$ cat src/rtl/multdiv_step_sequencer.sv
// Down-counting iteration sequencer for the multdiv unit: a start pulse loads the
// per-operation step count, one step_en is issued per cycle, then a one-cycle ready.
module multdiv_step_sequencer #(
    parameter int CNT_W      = 6,
    parameter int MULT_STEPS = 16,
    parameter int DIV_STEPS  = 32
) (
    input  logic             clock,
    input  logic             reset,
    input  logic             ctrl_MULT,
    input  logic             ctrl_DIV,
    input  logic             div_by_zero,
    output logic             busy,
    output logic             is_div,
    output logic             step_en,
    output logic             first_step,
    output logic             last_step,
    output logic [CNT_W-1:0] remaining,
    output logic             data_resultRDY,
    output logic             data_exception
);

    typedef enum logic [1:0] {
        ST_IDLE = 2'd0,
        ST_RUN  = 2'd1,
        ST_DONE = 2'd2
    } state_t;

    localparam logic [CNT_W-1:0] MULT_LOAD = CNT_W'(MULT_STEPS - 1);
    localparam logic [CNT_W-1:0] DIV_LOAD  = CNT_W'(DIV_STEPS - 1);

    state_t           r_state;
    logic             r_is_div;
    logic [CNT_W-1:0] r_remaining;
    logic             r_first;
    logic             r_exception;
    logic             w_start;

    // Handshake: ctrl_MULT/ctrl_DIV are single-cycle requests accepted unconditionally
    // at any edge (restart semantics); data_resultRDY is a one-cycle valid with no ready.
    assign w_start = ctrl_MULT | ctrl_DIV;

    always_ff @(posedge clock) begin
        if (reset) begin
            r_state     <= ST_IDLE;
            r_is_div    <= 1'b0;
            r_remaining <= '0;
            r_first     <= 1'b0;
            r_exception <= 1'b0;
        end else if (w_start) begin
            if (ctrl_MULT) begin
                r_state     <= ST_RUN;
                r_is_div    <= 1'b0;
                r_remaining <= MULT_LOAD;
                r_first     <= 1'b1;
                r_exception <= 1'b0;
            end else if (div_by_zero) begin
                // Divide-by-zero skips the datapath and reports straight away.
                r_state     <= ST_DONE;
                r_is_div    <= 1'b1;
                r_remaining <= '0;
                r_first     <= 1'b0;
                r_exception <= 1'b1;
            end else begin
                r_state     <= ST_RUN;
                r_is_div    <= 1'b1;
                r_remaining <= DIV_LOAD;
                r_first     <= 1'b1;
                r_exception <= 1'b0;
            end
        end else begin
            case (r_state)
                ST_RUN: begin
                    r_first <= 1'b0;
                    if (r_remaining == '0) begin
                        r_state <= ST_DONE;
                    end else begin
                        r_remaining <= r_remaining - 1'b1;
                    end
                end
                ST_DONE: begin
                    r_state     <= ST_IDLE;
                    r_exception <= 1'b0;
                end
                default: begin
                    r_state <= ST_IDLE;
                end
            endcase
        end
    end

    // All outputs decode from registered state only.
    assign busy           = (r_state != ST_IDLE);
    assign is_div         = r_is_div;
    assign step_en        = (r_state == ST_RUN);
    assign first_step     = (r_state == ST_RUN) && r_first;
    assign last_step      = (r_state == ST_RUN) && (r_remaining == '0);
    assign remaining      = r_remaining;
    assign data_resultRDY = (r_state == ST_DONE);
    assign data_exception = (r_state == ST_DONE) && r_exception;

endmodule
$ cat config.mk
export PLATFORM = sky130hd
export DESIGN_NAME = multdiv_step_sequencer
export DESIGN_NICKNAME = d
export VERILOG_FILES = /design/src/rtl/multdiv_step_sequencer.sv
export SDC_FILE = /design/constraint.sdc
export NUM_CORES = 1
export LEC_CHECK = 0
export BUFFER_PORTS_ARGS = -buffer_cell sky130_fd_sc_hd__buf_2
export CORE_UTILIZATION = 30
export CTS_CLUSTER_DIAMETER = 200
export DETAILED_ROUTE_END_ITERATION = 8
export PLACE_DENSITY_LB_ADDON = 0.1
export SLEW_MARGIN = 20
export SYNTH_ARGS = -nofsm -noshare
export SYNTH_HDL_FRONTEND = slang
export SYNTH_SLANG_ARGS = --single-unit
$ cat constraint.sdc
create_clock -name clock -period 3.35 [get_ports clock]
set_input_delay 0.335 -clock clock [delete_from_list [all_inputs] [get_ports clock]]
set_output_delay 0.335 -clock clock [all_outputs]
set_load 0.005 [all_outputs]
### Yosys cells after proc, flatten, opt, wreduce, memory -nomap -nowiden

Cells that the tools add are included.
W data, S select, Z words.

* add/sub/neg operators: 1
* equality and inequality tests: 4
* muxes and demuxes: 19
* bitwise gates (word level): 1
* reduce and logical (&&, ||, !) cells: 8

Operators by type and width (number)
* $mux W6: 3
* $mux W2: 5
* $mux W5: 2
* $mux W1: 9
* $logic_not A6 Y1: 1
* $reduce_bool A2 Y1: 3
* $sub A6 B1 Y6 const B: 1
* $logic_and A1 B1 Y1: 3
* $ne A3 B1 Y1 const B: 1
* $eq A2 B1 Y1 const B: 1
* $eq A2 B2 Y1 const B: 1
* $ne A2 B2 Y1 const B: 1
* $reduce_and A2 Y1: 1
* $or A1 B1 Y1: 1

* bits in registers: 11
* input port bits: 5
* output and inout bits: 13
* logic and storage cells: 38

### Longest topological paths before layout

* depth after elaboration: 4
* depth in mapped cells: 6
* depth with buffers taken out: 6

### Least setup slack after synthesis

OpenSTA, ideal clock, no wires.

* path type: register to register
* start point: reg r_remaining[0], in the netlist remaining[0]
* end point: reg r_remaining[3], in the netlist remaining[3]
* arrival: 1.385 ns
* required time: 3.259 ns
* setup slack: 1.874 ns
* stages on the path, launching flop included: 7
* buffers on the path: 0
* period minus slack after synthesis: 1.476 ns
* cell sequence: dfxtp_1 inv_1 ha_1 nor2b_1 a21oi_2 o21ai_0 a311oi_1

* cells in the longest elaborated chain, start to end: 4
* elaborated cells between the ends (all ways): 7
* classes of those cells: add/sub: 1; eq/ne: 1; mux: 3; reduce/logical: 2

Ends and longest elaborated chain
* start, declared: line 34 `logic [CNT_W-1:0] r_remaining;`
* start signal, assigned: line 78 `r_remaining <= r_remaining - 1'b1;`
* $sub A6 B1 Y6: line 78
* $mux W6: line 75 `if (r_remaining == '0) begin`
* $mux W6: line 72 `case (r_state)`
* $mux W6: line 50 `end else if (w_start) begin`

Several ways; a longest one is shown, not always the timed one. The select of a mux whose other input is x is not followed.
A chain may end at the register's enable or synchronous reset.

### Worst setup path after layout

* start point: reg r_remaining[0], in the netlist remaining[0]
* end point: out last_step

* cells in the longest elaborated chain, start to end: 2

Ends and longest elaborated chain
* $logic_not A6 Y1: line 97 `assign last_step = (r_state == ST_RUN) && (r_remaining == '0);`
* $logic_and A1 B1 Y1: line 97
* end, declared: line 17 `output logic last_step,`

Every way passes these cells.

==> run metrics <==
outcome finished clean; CTS Buffer Depth 2; area leader, netlist dfxtp_1; die area 2237 um^2; Cell variety after synth 30; pre-CTS setup slack 1.703 ns; Area contributors post-synth dfxtp_1 (36%), inv_1 (4.3%), a21oi_1 (4.1%); fmax 559.4 MHz; Mapped Avg Cell Area 8.100 um^2; # IOs 18; Nets 102; Tmin final 1.788 ns; crit path to last_step; Post-Synthesis Cells 76; Worst Tran Pin Value 0.4147 ns; Post-DRT Antenna Nets 0; row count 16; worst skew pair latency 0.27 ns; Post-synth EDFFs 0; GPL Wtd Cong 0.7579; unrepaired setup endpoints after global routing false; DRC errors left 0; CP arrival 1.45 ns; WHS 0.3349 ns; CTS tree built; Die X 47.30 um; prevailing post-synth register cell dfxtp_1; async set or reset register ratio after synthesis 0; final hold vios 0; Layout Skew 0.002936 ns; Root Buffer clkbuf_4; crit end category output port; gr ovfl total 0; Die H 47.30 um; flop-to-flop setup slack 1.70 ns; DR WL/cell 12.09 um; Seq. cell area 220.2 um^2; number of global-route vias before repair 540; Critical Path RT 3.01 ns; Synth warnings 0; leading cell type in the layout, fill and taps excluded buf_2; drt total wl 1463 um; layout cells sized above 1 0.2553; Hold Startpoint reset; R2R Path End remaining[3]; Initial Util 0.3170; PortBufs 17; Reg clk slew, reported paths 0.07 ns; Hold Crit Class in2reg; total track usage 0.1535; Sink Count 11; Setup CP Type reg2out; CP Max Fanout 5; antenna violations before repair 0; hpwl dp 1108 um; Final Worst Setup Slack 1.562 ns; R2R cell count 6; core area 1942 um^2; Power Density 405.4 nW/um^2; first-pass GRT wire length 2359 um; leakage 0.3420 nW; # fillers 226; most frequent cells in the layout buf_2 (17), dfxtp_1 (11), inv_1 (7); Critical R2R Launch remaining[0]; max-cap violations 0; Pre-Repair DR Iteration Count 4; Comb power frac 0.206; Sw Ratio 0.2999; CTS Buf Count 3; CP startpoint kind flip-flop; Int Pwr 0.2123 mW; Post-Syn Area 615.6 um^2; Slew Viols, Final 0; Via Count 590; final setup fails 0; via/cell ratio 4.876; Area Growth Syn to Fin 21.54%; NetSw 0.09096 mW; Multi-input gate area 356.6 um^2; Clk network pwr share 0.303; # diodes 0; setup TNS 0 ns; post-CTS setup buffers 0; largest net degree at the start of global routing 11; post-synth top area share 0.3577; # hold bufs at CTS 0; detailed router's first-iteration violation count 8; H-tree levels 1; #FFs+latches synth 11; CTS resizes 0; Final Cycle Share 0.5336; Max-slew headroom 0.7229; Synth Net Count 83; VDD IR-drop max 0.1712 mV; sequential share of power 0.491; CP startpoint remaining[0]; Seq/Total Area, Yosys 0.3577
[per-layer routing]
metal	GRT usage	wire length [um]	part of all wire	up-vias
met2	0.2247	643	0.44	18
li1	-	-	-	305
met5	0	0	0	-
met4	0.08571	16	0.011	0
met1	0.2105	729	0.50	264
met3	0.02692	73	0.050	3
[kinds of logic after synthesis]
logic type / after synthesis / synth area share
adders and majority gates: 2 / 0.04064
xor gates and xnor gates: 2 / 0.02846
buffers and inverters: 10 / 0.06301
DFF: 11 / 0.3577
and+or+nand+nor: 34 / 0.3252
AOI/OAI and AO/OA: 17 / 0.1849
[power groups by stage]
stage	combinational, mW	clock (mW)	sequential [mW]
floorplan	0.0421	0	0.151
global placement	0.0639	0	0.152
detailed placement	0.0624	0	0.152
CTS	0.0629	0.0949	0.149
global route	0.0704	0.104	0.150
finish	0.0624	0.0919	0.149
[how the worst min path moves through the flow]
stage | to | cells past startpoint
4_1_cts | r_first | 2
3_5_place_dp | is_div | 1
6_report | r_first | 2
5_1_grt | remaining[1] | 2
3_3_place_gp | is_div | 1
2_1_floorplan | r_first | 2
[stage by stage]
stage,util,power [mW],instance area [um^2],instances
finish,0.3853,0.3033,748.2,121
global route,0.3853,0.3244,748.2,121
CTS,0.3853,0.3069,748.2,121
detailed placement,0.3718,0.2146,721.9,117
global placement,0.3718,0.2159,721.9,117
floorplan,-,0.1931,615.6,76
[flip-flops by register name, indices dropped and copies added (netlist names)]
name         cells
remaining        6
r_first          1
r_state          2
r_exception      1
is_div           1
[cell usage after synthesis, types with 2 or more instances]
cell,n
nor2_1,4
clkbuf_1,2
nor2b_1,3
nor4_1,3
o21ai_0,3
dfxtp_1,11
ha_1,2
inv_1,7
nor3b_1,3
nand2_1,4
nand3_1,4
nor3_1,4
o21a_1,2
a21oi_1,5
a211oi_1,2
and2_1,3
[critical path, stage by stage (launching register included)]
cell and delay [ns]:
dfxtp_1 0.40, inv_1 0.10, ha_1 0.19, nor2b_1 0.16, and3_2 0.21, buf_2 0.12
[layout make-up]
type	count	area share
sequential	11	0.2943
inverter	7	0.03512
tap	27	0.04515
multi-input combinational	55	0.4766
clock buffer	4	0.03512
timing repair buffer	17	0.1137
Power figures use the tool's default switching activity.
